## src/rtl/uart_rx_16x.sv

```systemverilog
// UART byte receiver oversampling rxd on a 1-clk sample_en strobe; start bit validated at mid-bit,
// data sampled at bit centres LSB first. Define UART_RX_PARITY_EN to add a parity bit and live rx_parity_err.
module uart_rx_16x #(
  parameter int DATA_BITS  = 8,
  parameter int OVERSAMPLE = 16,
  parameter int PARITY_ODD = 0
) (
  input  logic                 clk,
  input  logic                 rst,
  input  logic                 sample_en,
  input  logic                 rxd,
  output logic [DATA_BITS-1:0] rx_data,
  output logic                 rx_valid,
  output logic                 rx_frame_err,
  output logic                 rx_parity_err,
  output logic                 rx_busy
);

  localparam int TW = $clog2(OVERSAMPLE);
  localparam int BW = (DATA_BITS > 1) ? $clog2(DATA_BITS) : 1;
  localparam logic [TW-1:0] TICK_MID = TW'(OVERSAMPLE / 2 - 1);
  localparam logic [TW-1:0] TICK_END = TW'(OVERSAMPLE - 1);
  localparam logic [BW-1:0] BIT_LAST = BW'(DATA_BITS - 1);
  localparam logic          PAR_ODD  = (PARITY_ODD != 0);

`ifdef UART_RX_PARITY_EN
  typedef enum logic [2:0] {
    S_IDLE, S_START, S_DATA, S_PARITY, S_STOP, S_BRK_WAIT
  } state_t;
`else
  typedef enum logic [2:0] {
    S_IDLE, S_START, S_DATA, S_STOP, S_BRK_WAIT
  } state_t;
`endif

  state_t               state_q, state_d;
  logic                 sync1_q, sync2_q;
  logic                 rxd_s;
  logic [TW-1:0]        tick_q, tick_d;
  logic [BW-1:0]        bit_q, bit_d;
  logic [DATA_BITS-1:0] shift_q, shift_d;
  logic [DATA_BITS-1:0] data_q, data_d;
  logic                 valid_q, valid_d;
  logic                 ferr_q, ferr_d;
  logic                 tick_end;

  assign rxd_s    = sync2_q;
  assign tick_end = sample_en && (tick_q == TICK_END);

  // State register.
  always_ff @(posedge clk or posedge rst) begin
    if (rst) begin
      state_q <= S_IDLE;
    end else begin
      // NOTE: sequential state uses non-blocking assignments so every flop samples pre-edge values.
      state_q <= state_d;
    end
  end

  // Next-state logic; everything advances only on sample_en.
  always_comb begin
    // NOTE: every signal written in always_comb gets a default first, so no latch can be inferred.
    state_d = state_q;
    unique case (state_q)
      S_IDLE:
        if (sample_en && !rxd_s) state_d = S_START;
      S_START:
        if (sample_en && (tick_q == TICK_MID)) state_d = rxd_s ? S_IDLE : S_DATA;
      S_DATA:
        if (tick_end && (bit_q == BIT_LAST)) begin
`ifdef UART_RX_PARITY_EN
          state_d = S_PARITY;
`else
          state_d = S_STOP;
`endif
        end
`ifdef UART_RX_PARITY_EN
      S_PARITY:
        if (tick_end) state_d = S_STOP;
`endif
      S_STOP:
        // Sampling mid stop bit leaves half a bit to catch a back-to-back start edge.
        if (tick_end) state_d = rxd_s ? S_IDLE : S_BRK_WAIT;
      S_BRK_WAIT:
        if (sample_en && rxd_s) state_d = S_IDLE;
      default:
        state_d = S_IDLE;
    endcase
  end

  // Datapath and output strobes.
  always_comb begin
    tick_d  = tick_q;
    bit_d   = bit_q;
    shift_d = shift_q;
    data_d  = data_q;
    valid_d = 1'b0;
    ferr_d  = ferr_q;
    if (sample_en) begin
      unique case (state_q)
        S_IDLE, S_BRK_WAIT: begin
          tick_d = '0;
          bit_d  = '0;
        end
        S_START: begin
          tick_d = (tick_q == TICK_MID) ? '0 : tick_q + TW'(1);
          bit_d  = '0;
        end
        S_DATA: begin
          if (tick_q == TICK_END) begin
            tick_d  = '0;
            shift_d = {rxd_s, shift_q[DATA_BITS-1:1]};
            bit_d   = bit_q + BW'(1);
          end else begin
            tick_d = tick_q + TW'(1);
          end
        end
`ifdef UART_RX_PARITY_EN
        S_PARITY:
          tick_d = (tick_q == TICK_END) ? '0 : tick_q + TW'(1);
`endif
        S_STOP: begin
          if (tick_q == TICK_END) begin
            tick_d  = '0;
            valid_d = 1'b1;
            data_d  = shift_q;
            ferr_d  = ~rxd_s;
          end else begin
            tick_d = tick_q + TW'(1);
          end
        end
        default: tick_d = '0;
      endcase
    end
  end

  always_ff @(posedge clk or posedge rst) begin
    if (rst) begin
      sync1_q <= 1'b1;
      sync2_q <= 1'b1;
      tick_q  <= '0;
      bit_q   <= '0;
      shift_q <= '0;
      data_q  <= '0;
      valid_q <= 1'b0;
      ferr_q  <= 1'b0;
    end else begin
      sync1_q <= rxd;
      sync2_q <= sync1_q;
      tick_q  <= tick_d;
      bit_q   <= bit_d;
      shift_q <= shift_d;
      data_q  <= data_d;
      valid_q <= valid_d;
      ferr_q  <= ferr_d;
    end
  end

`ifdef UART_RX_PARITY_EN
  logic par_flag_q, par_flag_d;
  logic perr_q, perr_d;

  // Parity flag is latched mid parity bit and published with the stop-bit sample.
  always_comb begin
    par_flag_d = par_flag_q;
    perr_d     = perr_q;
    if (tick_end && (state_q == S_PARITY)) par_flag_d = rxd_s ^ (^shift_q) ^ PAR_ODD;
    if (tick_end && (state_q == S_STOP))   perr_d     = par_flag_q;
  end

  always_ff @(posedge clk or posedge rst) begin
    if (rst) begin
      par_flag_q <= 1'b0;
      perr_q     <= 1'b0;
    end else begin
      par_flag_q <= par_flag_d;
      perr_q     <= perr_d;
    end
  end

  assign rx_parity_err = perr_q;
`else
  // Parity polarity has no effect without a parity bit; the AND keeps the output constant 0.
  assign rx_parity_err = 1'b0 & PAR_ODD;
`endif

  // Output logic.
  assign rx_data      = data_q;
  assign rx_valid     = valid_q;
  assign rx_frame_err = ferr_q;
  assign rx_busy      = (state_q != S_IDLE);

endmodule
```

## config.mk

```make
export PLATFORM = sky130hd
export DESIGN_NAME = uart_rx_16x
export DESIGN_NICKNAME = d
export VERILOG_FILES = /design/src/rtl/uart_rx_16x.sv
export SDC_FILE = /design/constraint.sdc
export NUM_CORES = 1
export LEC_CHECK = 0
export CORE_UTILIZATION = 50
export CTS_BUF_LIST = sky130_fd_sc_hd__clkbuf_4
export CTS_CLUSTER_DIAMETER = 30
export DETAILED_ROUTE_END_ITERATION = 16
export PLACE_DENSITY = 0.73
export SETUP_SLACK_MARGIN = 0.02
export SYNTH_ARGS = -nofsm -noshare
export SYNTH_HDL_FRONTEND = slang
export SYNTH_SLANG_ARGS = --single-unit
```

## constraint.sdc

```tcl
create_clock -name clk -period 1.95 [get_ports clk]
set_clock_uncertainty 0.05 [all_clocks]
set_input_delay 0.2925 -clock clk [delete_from_list [all_inputs] [get_ports clk]]
set_output_delay 0.2925 -clock clk [all_outputs]
set_load 0.01 [all_outputs]
```

==> impl_metrics.csv <==
group,metric,value,unit
placement,port_buffers,14,
synth,seq_area_frac_synth,0.553,
die,initial_utilization,0.540,
clock_network,clk_pin_slew,0.10,ns
setup_path,path_class,"flip-flop to output pin",
cells_and_area,nets,138,
timing,fin_crit,1.83,ns
detailed_routing,vias,893,
grt,grt_antenna_before_repair,0,
synth,yosysUniqueCellTypes,33,
detailed_routing,routed_via_density,5.51,
clock_network,htreeDepth,2,
die,dieArea,2940,µm²
cells_and_area,fillers,204,
timing,final.setup.tns,0,ns
synth,yosysMostFrequentCell,"dfrtp_1",
min_path,hp-class,"input port to async pin",
power,swShare,0.330,
power,p_comb_frac,0.256,
timing,fin_crit_sh,0.940,
die,core,2520,µm²
grt,grt_pass1_wl,4090,µm
synth,synth_common_cells,"dfrtp_1 (28), mux2_2 (16), inv_1 (7)",
timing,hold_ws,0.285,ns
cells_and_area,antennaDiodeCount,0,
power,peakVddDrop,0.000804,V
synth,synth_area_leader_cell,"dfrtp_1",
placement,dp_hpwl,1660,µm
setup_path,worst_setup_path_end_kind,"output pin",
power,seqPwrFrac,0.517,
die,dieHeight,54.2,µm
clock_network,clock_latency,0.32,ns
power,p_total,1.50,mW
detailed_routing,drc_errors,0,
power,power.switching,0.496,mW
power,p_int,1.01,mW
detailed_routing,drt_first_pass_iters,4,
die,dieWidth,54.2,µm
run,maxCapViolations,0,
clock_network,cts_made_buffers,5,
synth,synth_cells,108,
timing,max_freq,546,MHz
synth,synth.area.top_cells,"dfrtp_1 (51%), mux2_2 (13%), dfstp_2 (3.9%)",
timing,slew_violations,0,
cells_and_area,drive_gt1_frac,0.295,
timing,setup_viol_count_final,0,
setup_path,critPathRequiredTime,1.61,ns
run_status,status,"finished, final reports clean",
clock_network,clock-sinks,30,
power,power.leakage,0.763,nW
timing,hold_viol,0,
power,p_per_area,926,nW/µm²
synth,synth-edff-count,0,
detailed_routing,first_iter_violations,15,
grt,overflow,0,
clock_network,cts_tree,"yes",
synth,synth_area,1360,µm²
detailed_routing,wl_per_cell,15.0,µm
timing,rsz0062_at_grt,"false",
grt,grt_usage,0.207,
grt,first_global_vias,944,
synth,yosysTopAreaCellShare,0.515,
synth,ys_warn_count,0,
setup_path,crit_fanout,8,
cells_and_area,utilization,0.643,
grt,grt_max_degree,31,
synth,synth-seq-cells,30,
cells_and_area,syn_to_final_growth,19.2,%
synth,async_flop_share,1.00,
die,row_count,18,
placement,gp_congestion,0.799,
setup_path,arrival,1.49,ns
synth,ys.flop_type,"dfrtp_1",
clock_network,clk_path_buf_depth,2,
die,ios,16,
setup_path,cp-start-kind,"flip-flop",
synth,syn_area_per_cell,12.6,µm²
synth,syn-num-nets,115,
power,clkPwrFrac,0.227,
detailed_routing,drtAntennaViolNets,0,
clock_network,cts.root.buffer_cell,"clkbuf_4",
detailed_routing,drt-total-wl,2430,µm
[path summary, 6_finish.rpt]
check | startpoint | slack [ns] | end | depth (start not counted)
max in group asynchronous | rst | 1.25 | sync1_q$_DFF_PP1_ | 3
worst min-delay path | rst | 0.29 | bit_q[0]$_DFFE_PP0P_ | 3
min in group clk | sync1_q$_DFF_PP1_ | 0.31 | rxd_s$_DFF_PP1_ | 0
worst max register to register | tick_q[0]$_DFFE_PP0P_ | 0.15 | rx_data[6]$_DFFE_PP0P_ | 5
worst min register to register | sync1_q$_DFF_PP1_ | 0.31 | rxd_s$_DFF_PP1_ | 0
worst max-delay path | state_q[0]$_DFFE_PP0P_ | 0.12 | rx_busy | 3
[routing by layer]
layer	wire length (µm)	up-vias	share of wire	GRT usage
met5	0	-	0	0
met4	23	0	0.0094	0.0897
met3	114	5	0.047	0.0876
met2	1220	16	0.50	0.335
met1	1080	443	0.44	0.236
li1	-	429	-	-
[layout by cell type, fill, tap and decap left out, types with 2 or more instances in the layout]
cell type | Yosys | layout
o22ai_1 | 2 | 2
o21ai_0 | 4 | 4
buf_4 | 2 | 8
nand3_1 | 4 | 4
ha_1 | 3 | 3
mux2_2 | 16 | 16
nand2_1 | 5 | 5
dfrtp_2 | 0 | 2
nor3_1 | 4 | 4
dfrtp_1 | 28 | 26
mux2i_1 | 4 | 4
clkdlybuf4s50_1 | 0 | 14
inv_1 | 7 | 7
dfstp_2 | 2 | 2
clkbuf_4 | 0 | 5
a31oi_1 | 2 | 2
a21oi_1 | 2 | 2
o31ai_1 | 2 | 2
nand2b_1 | 2 | 2
[registers in the layout, summed over array words and instances, names as in the netlist]
name          flops
bit_q             3
rx_valid          1
state_q           3
tick_q            4
rx_frame_err      1
rx_data           8
shift_q           8
rxd_s             1
sync1_q           1
[power by group through the flow]
stage / Clock [mW] / Combinational [mW] / Sequential (mW)
2_1_floorplan: 0 / 0.289 / 0.767
3_3_place_gp: 0 / 0.369 / 0.778
3_5_place_dp: 0 / 0.382 / 0.786
4_1_cts: 0.362 / 0.387 / 0.775
5_1_grt: 0.392 / 0.439 / 0.789
6_report: 0.341 / 0.385 / 0.776
[layout make-up]
class	instances	area (µm²)	area share
Timing Repair Buffer	22	200	0.123
Clock inverter	3	16.3	0.0100
Tap cell	30	37.5	0.0231
Inverter	7	26.3	0.0162
Clock buffer	5	37.5	0.0231
Multi-Input combinational cell	65	549	0.338
Sequential cell	30	756	0.466
[worst max-delay path: stages (launching register included)]
cell and delay, ns:
dfrtp_2 0.47, inv_1 0.12, nand3_1 0.10, clkdlybuf4s50_1 0.49
[cells by family after synthesis]
family          after synthesis  synth area share
simple gates                 21             0.107
buf+inv                      13            0.0432
xor+xnor                      1           0.00643
other cells                   1           0.00275
flops                        30             0.553
mux                          21             0.170
compound gates               18            0.0901
fa+ha+maj                     3            0.0276
[metrics by stage]
| step | std cells | worst slack (ns) | instance area [µm²] |
|---|---|---|---|
| after floorplan | 108 | 0.211 | 1360 |
| after global placement | 153 | 0.0889 | 1560 |
| after detailed placement | 153 | 0.0392 | 1560 |
| after CTS | 161 | 0.0333 | 1610 |
| after global routing | 162 | 0.0293 | 1620 |
| final | 162 | 0.118 | 1620 |
[timing repair]
item | 4_1_cts | 5_1_grt
endpoints found under the hold margin | 0 | 0
buffers inserted | 0 | 1
endpoints found under the setup margin | 1 | 1
hold buffers | 0 | 0
resized for setup | 1 | 1
(Power assumes the default switching activity.)
